==> config.mk <==
export PLATFORM = sky130hd
export DESIGN_NAME = demux_stream_1ton
export DESIGN_NICKNAME = d
export VERILOG_FILES = /design/src/rtl/demux_pkg.sv /design/src/rtl/demux_chan_slot.sv /design/src/rtl/demux_stream_1ton.sv
export SDC_FILE = /design/constraint.sdc
export NUM_CORES = 1
export LEC_CHECK = 0
export ABC_AREA = 1
export CAP_MARGIN = 15
export CORE_MARGIN = 2
export CORE_UTILIZATION = 53
export CTS_CLUSTER_SIZE = 16
export DETAILED_ROUTE_END_ITERATION = 8
export GPL_ROUTABILITY_DRIVEN = 0
export PLACE_DENSITY_LB_ADDON = 0.3
export SLEW_MARGIN = 20
export SYNTH_ARGS = -nofsm -noshare
export SYNTH_HDL_FRONTEND = slang
export SYNTH_SLANG_ARGS = --single-unit
==> constraint.sdc <==
create_clock -name clk -period 3.75 [get_ports clk]
set_input_delay 0.375 -clock clk [delete_from_list [all_inputs] [get_ports clk]]
set_output_delay 0.375 -clock clk [all_outputs]
set_load 0.02 [all_outputs]
==> src/rtl/demux_pkg.sv <==
// Shared definitions for the registered 1-to-N stream demultiplexer.
// Latency: n/a (types and constants only).
// Backpressure: n/a.
// Contents: mode encoding, channel slot state type, beat counter width.
package demux_pkg;

    // in_mode encoding
    localparam logic MODE_ADDR = 1'b0;
    localparam logic MODE_RR   = 1'b1;

    // accepted-beat counter width
    localparam int BEAT_CNT_W = 16;

    // per-channel holding register state
    typedef enum logic {
        EMPTY = 1'b0,
        FULL  = 1'b1
    } slot_state_t;

endpackage

==> src/rtl/demux_chan_slot.sv <==
// One output channel slot: a one-entry holding register with valid/ready drain.
// Latency: a write lands on o_valid/o_data after the next clk edge.
// Backpressure: o_free is high when empty, or full and draining this cycle.
// Ports: clk, rst (async active-high), i_wr/i_data (write from the steering
//        logic), i_ready (consumer ready), o_valid/o_data (registered channel
//        output), o_free (slot can take a write this cycle).
module demux_chan_slot
    import demux_pkg::*;
#(
    parameter int W = 8
) (
    input  logic         clk,
    input  logic         rst,
    input  logic         i_wr,
    input  logic [W-1:0] i_data,
    input  logic         i_ready,
    output logic         o_valid,
    output logic [W-1:0] o_data,
    output logic         o_free
);

    slot_state_t  r_state;
    slot_state_t  w_state_nxt;
    logic [W-1:0] r_data;

    // A write wins over a drain: draining and refilling in the same cycle
    // keeps the slot FULL with the new beat.
    always_comb begin
        w_state_nxt = r_state;
        if (i_wr) begin
            w_state_nxt = FULL;
        end else if ((r_state == FULL) && i_ready) begin
            w_state_nxt = EMPTY;
        end
    end

    always_ff @(posedge clk or posedge rst) begin
        if (rst) begin
            r_state <= EMPTY;
            r_data  <= '0;
        end else begin
            r_state <= w_state_nxt;
            if (i_wr) begin
                r_data <= i_data;
            end
        end
    end

    assign o_valid = (r_state == FULL);
    assign o_data  = r_data;
    assign o_free  = (r_state == EMPTY) || i_ready;

endmodule

==> src/rtl/demux_stream_1ton.sv <==
// Registered 1-to-N stream demultiplexer, addressed or round-robin steering.
// Latency: 1 cycle from input accept to the target channel's out_valid/out_data.
// Backpressure: in_ready follows the target slot's free state (all slots when
//               broadcasting); a stalled channel only blocks beats aimed at it.
// Ports: clk, rst (async active-high); in_valid/in_ready/in_data input stream;
//        in_sel target in addressed mode; in_mode (0 addressed, 1 round-robin);
//        in_bcast (only when DEMUX_BCAST_EN is defined); out_valid/out_ready/
//        out_data per-channel streams (channel k at [k*W +: W]); rr_ptr next
//        round-robin target; beat_cnt accepted beats (wraps).
// Build option: DEMUX_BCAST_EN adds in_bcast to write every slot at once.
module demux_stream_1ton
    import demux_pkg::*;
#(
    parameter int N  = 4,
    parameter int W  = 8,
    parameter int SW = $clog2(N)
) (
    input  logic                  clk,
    input  logic                  rst,
    input  logic                  in_valid,
    output logic                  in_ready,
    input  logic [W-1:0]          in_data,
    input  logic [SW-1:0]         in_sel,
    input  logic                  in_mode,
`ifdef DEMUX_BCAST_EN
    input  logic                  in_bcast,
`endif
    output logic [N-1:0]          out_valid,
    input  logic [N-1:0]          out_ready,
    output logic [N*W-1:0]        out_data,
    output logic [SW-1:0]         rr_ptr,
    output logic [BEAT_CNT_W-1:0] beat_cnt
);

    logic [SW-1:0]         r_rr_ptr;
    logic [BEAT_CNT_W-1:0] r_beat_cnt;
    logic [SW-1:0]         w_tgt;
    logic [N-1:0]          w_free;
    logic [N-1:0]          w_wr;
    logic                  w_bcast;
    logic                  w_tgt_free;
    logic                  w_accept;

`ifdef DEMUX_BCAST_EN
    assign w_bcast = in_bcast;
`else
    assign w_bcast = 1'b0;
`endif

    // in_sel is ignored in round-robin mode
    assign w_tgt      = (in_mode == MODE_RR) ? r_rr_ptr : in_sel;
    assign w_tgt_free = w_bcast ? (&w_free) : w_free[w_tgt];
    assign in_ready   = w_tgt_free && !rst;
    assign w_accept   = in_valid && in_ready;

    for (genvar k = 0; k < N; k++) begin : g_slot
        assign w_wr[k] = w_accept && (w_bcast || (w_tgt == SW'(k)));

        demux_chan_slot #(
            .W (W)
        ) u_slot (
            .clk     (clk),
            .rst     (rst),
            .i_wr    (w_wr[k]),
            .i_data  (in_data),
            .i_ready (out_ready[k]),
            .o_valid (out_valid[k]),
            .o_data  (out_data[k*W +: W]),
            .o_free  (w_free[k])
        );
    end

    // N is a power of two, so the pointer wraps N-1 -> 0 by natural overflow.
    // A broadcast does not advance the pointer even in round-robin mode.
    always_ff @(posedge clk or posedge rst) begin
        if (rst) begin
            r_rr_ptr   <= '0;
            r_beat_cnt <= '0;
        end else if (w_accept) begin
            r_beat_cnt <= r_beat_cnt + 1'b1;
            if ((in_mode == MODE_RR) && !w_bcast) begin
                r_rr_ptr <= r_rr_ptr + 1'b1;
            end
        end
    end

    assign rr_ptr   = r_rr_ptr;
    assign beat_cnt = r_beat_cnt;

endmodule

# Word level (Yosys, flattened, before mapping)

Index checks and enable logic that the tools add are counted.

Memories: 0
Memory bits (writable): 0
Bits in read-only memories: 0
Register bits: 54
Latch bits: 0
Bits of input ports: 18

Shifts and indexed selects: 0
Equal/unequal tests: 3
Add/subtract/negate cells: 2
Bitwise operators: 4
Multiplexer cells: 11
Div/mod/pow operators: 0
Reduce and logical (&&, ||, !) cells: 21
$lt $le $gt $ge: 1
Multipliers: 0

Operator list:

| cell                  | number |
|---|---|
| $add 16x1->16 const B | 1 |
| $logic_and 1x1->1     | 10 |
| $mux 1                | 9 |
| $reduce_bool 2->1     | 4 |
| $eq 2x2->1 const B    | 2 |
| $logic_or 1x1->1      | 4 |
| $not 1->1             | 4 |
| $lt 2x3->1 const B    | 1 |
| $add 2x1->2 const B   | 1 |
| $bmux 1 s2            | 1 |
| $eq 2x1->1 const B    | 1 |
| $logic_not 2->1       | 1 |
| $mux 2                | 1 |
| $reduce_and 2->1      | 1 |
| $logic_not 1->1       | 1 |

# Depth between registers and ports, before layout

Depth after elaboration: 8
Mapped depth: 11
Mapped depth without buffers: 9

# Hierarchy

A second synthesis with hierarchy kept.

Cells, all modules: 319
Area total of the unflattened synthesis: 2,661.3 sq um

Modules (own cells, without submodules):

| module            | area an instance (sq um) | instances | cells an instance | seq. area each (sq um) |
|---|---|---|---|---|
| demux_chan_slot   | 345.3                    | 4         | 39                | 225.2 |
| demux_stream_1ton | 1,280.0                  | 1         | 163               | 450.4 |

# Worst setup path before layout

OpenSTA, ideal clock, no wires.

Kind: input -> output
Start point: input rst
End point: output in_ready
Path slack: 1.134 ns
Path buffers: 1
Stages: 4
Arrival time: 2.241 ns
Path through: inv_1 nand3_2 nor2_8 buf_4

Cells in the longest elaborated chain, start to end: 2

RTL lines:

| what                             | line                    | source |
|---|---|---|
| start, declared                  | demux_stream_1ton.sv:19 | `input logic rst,` |
| $logic_not 1->1 (no source line) | --                      |  |
| $logic_and 1x1->1                | demux_stream_1ton.sv:53 | `assign in_ready = w_tgt_free && !rst;` |
| end, declared                    | demux_stream_1ton.sv:21 | `output logic in_ready,` |

Every way passes these cells.

# Worst setup path in the final report

Start point: input in_mode
End point: output in_ready

Cells in the longest elaborated chain, start to end: 4

RTL lines:

| what                         | line                    | source |
|---|---|---|
| start, declared              | demux_stream_1ton.sv:24 | `input logic in_mode,` |
| $mux 2                       | demux_stream_1ton.sv:51 | `assign w_tgt = (in_mode == MODE_RR) ? r_rr_ptr : in_sel;` |
| $bmux 1 s2                   | demux_stream_1ton.sv:52 | `assign w_tgt_free = w_bcast ? (&w_free) : w_free[w_tgt];` |
| $mux 1 (not written as such) | demux_stream_1ton.sv:52 |  |
| $logic_and 1x1->1            | demux_stream_1ton.sv:53 |  |

Every way passes these cells. The select of a mux whose other input is x is not followed.

==> out/metrics.yaml <==
crit_fanout: 8
cap_violations: 0
wl_met3_microns: 401
syn-cell-area_sq_um: 2820
grt_max_degree: 57
die_w_microns: 77.0
postCtsSetupRepairBufs: 0
drt_iter0_markers: 204
start_util_pct: 54.9
grt-ovfl-total: 0
antenna_left: 0
die_area_sq_um: 5930
finalCritPeriodShare_pct: 69.3
drive_gt1_share_pct: 7.86
utilization_pct: 70.5
synthCells: 342
tritoncts: "done"
ys_ff_latch: 54
antenna_found_initial: 0
vdd_drop_max_mv: 0.436
grt_pass1_wl_microns: 11700
end_kind: "primary output"
area_delta_synth_final_pct: 28.3
die_y_microns: 77.0
wl_per_cell_microns: 14.6
drt_first_pass_iters: 7
cts_root_buf: "clkbuf_8"
drt-met1-wl_microns: 3100
vias_per_cell: 5.34
p_per_area_nw_per_um2: 634
ys_seq_area_share_pct: 47.9
cp-endpoint: "in_ready"
pwr-share-comb_pct: 43.0
clkPwrFrac_pct: 17.3
layout.cells.non_filler: 477
worstRegToRegCells: 10
vias: 2549
n_antenna_cell: 0
fin_nets: 425
slew_headroom_pct: 29.9
fin_tns_setup_ns: 0
yosysWarningCount: 0
critical_path_required_ns: 3.38
dr_wl_met2_microns: 3360
hold_viol_final: 0
clk_path_buf_depth: 2
fillers: 420
switching_power_w: 0.000888
start_kind: "input port"
core_sq_um: 5140
cp.arrival_ns: 2.23
syn_nets: 361
pwr-share-seq_pct: 39.7
drt_wl_total_microns: 6960
r2r_end: "beat_cnt[15]"
post_cts_resized: 0
hp-class: "in2async"
hpwl_microns: 4840
cts_inserted_buffers: 5
cts.clk_slew.worst_paths_ns: 0.09
cts_max_level: 2
syn_avg_cell_area_sq_um: 8.25
rsz0062_at_grt: "false"
grt_pass1_vias: 2461
rows: 26
ios: 73
post_cts_hold_buffer_count: 0
period_minus_slack_ns: 2.60
io_buffers: 72
clk_latency_ns: 0.31
r2r_start: "rr_ptr[0]"
drv_slew: 0
drc: 0
leakagePower_nw: 1.74
netSwitchingFraction_pct: 38.7
r2r_setup_slack_ns: 1.69
grtUsageTotal_pct: 24.2
skew_ns: 0.00362
worstMarginPinSlew_ns: 1.05
top_layer_used: "met4"
ys_types: 29
dpl.cell_count: 469
status: "completed"
setup_violations: 0
crit_start: "in_mode"
internal-power_w: 0.00141
max_freq_mhz: 385
criticalPathCategory: "in2out"
cts_sinks: 54
-- worst min-delay path by stage --
stage,slack (ns),cells after the start,end
2_1_floorplan,0.46,1,g_slot[0].u_slot.o_valid
4_1_cts,0.42,2,rr_ptr[1]
5_1_grt,0.46,2,rr_ptr[1]
3_5_place_dp,0.46,2,g_slot[1].u_slot.o_data[5]
3_3_place_gp,0.45,2,g_slot[1].u_slot.o_data[5]
6_report,0.40,2,rr_ptr[1]
-- cell usage after synthesis (all sizes together) --
library cell | instances | share of area (%)
dfrtp | 54 | 48
o21ai | 5 | 0.89
nor3 | 3 | 0.53
nand2 | 139 | 20
nand4 | 42 | 10
buf | 13 | 4.0
clkinv | 1 | 0.13
nand3b | 1 | 0.27
inv | 20 | 2.7
xnor2 | 3 | 0.93
clkbuf | 4 | 0.53
nor3b | 1 | 0.27
nor2 | 21 | 3.9
nand3 | 26 | 5.1
xor2 | 8 | 2.5
ha | 1 | 0.44
-- through the flow --
| stage | worst slack, ns | total power, W | hold WS, ns | cell area [sq um] |
|---|---|---|---|---|
| global placement | 1.20 | 0.00188 | 0.455 | 3510 |
| global route | 1.05 | 0.00242 | 0.458 | 3620 |
| CTS | 1.14 | 0.00230 | 0.418 | 3620 |
| finish | 1.15 | 0.00230 | 0.400 | 3620 |
| detailed placement | 1.12 | 0.00191 | 0.458 | 3510 |
| floorplan | 1.13 | 0.00143 | 0.456 | 2820 |
-- state kept, by name, indices dropped and copies added, names as in the netlist --
register               flops
g_slot.u_slot.o_valid      4
rr_ptr                     2
g_slot.u_slot.o_data      32
beat_cnt                  16
-- layout make-up --
type                            instances  area, sq um  area share (%)
Tap cell                               70         87.6            2.42
Clock buffer                            6         72.6            2.00
Clock inverter                          2         37.5            1.04
Sequential cell                        54         1350            37.3
Inverter                               21         81.3            2.25
Timing Repair Buffer                   74          731            20.2
Multi-Input combinational cell        250         1260            34.8
-- power by group through the flow --
stage	Combinational, W	Clock (W)	Sequential [W]
global placement	0.000966	0	0.000914
floorplan	0.000306	0	0.00112
finish	0.000988	0.000397	0.000911
global route	0.00107	0.000419	0.000933
CTS	0.000995	0.000399	0.000910
detailed placement	0.000993	0	0.000915
-- per-layer routing --
metal,GRT usage [%],vias to the layer above
li1,-,1248
met3,5.06,10
met2,40.3,81
met4,7.68,0
met1,31.9,1210
met5,0,-
-- worst max-delay path: stages --
cell and delay (ns):
clkdlybuf4s50_1 0.65, inv_4 0.07, nand2_1 0.07, nand2_1 0.09
nand3_1 0.11, nand2_2 0.12, nor2_8 0.13, clkdlybuf4s50_1 0.61
-- cell usage in the layout, fill, tap and decap left out, drive strengths merged --
cell type	n
inv	20
nor3b	1
clkdlybuf4s50	71
nor2	21
dfrtp	54
clkinvlp	1
clkbuf	6
nor3	3
bufinv	1
nand4	42
xor2	8
nand3	26
xnor2	3
nand2	139
nand3b	1
ha	1
clkinv	1
o21ai	5
buf	3
-- logic make-up (layout without fill, tap and decap cells) --
| group | after synthesis | after routing | share of synthesized area [%] |
|---|---|---|---|
| AND/OR/NAND/NOR | 233 | 233 | 39.9 |
| XOR/XNOR | 11 | 11 | 3.41 |
| buffers and inverters | 38 | 103 | 7.45 |
| flip-flops | 54 | 54 | 47.9 |
| AO/OA/AOI/OAI | 5 | 5 | 0.886 |
| adder cells (fa/ha/maj) | 1 | 1 | 0.443 |
Note: power is estimated with default switching activity, not from simulation.
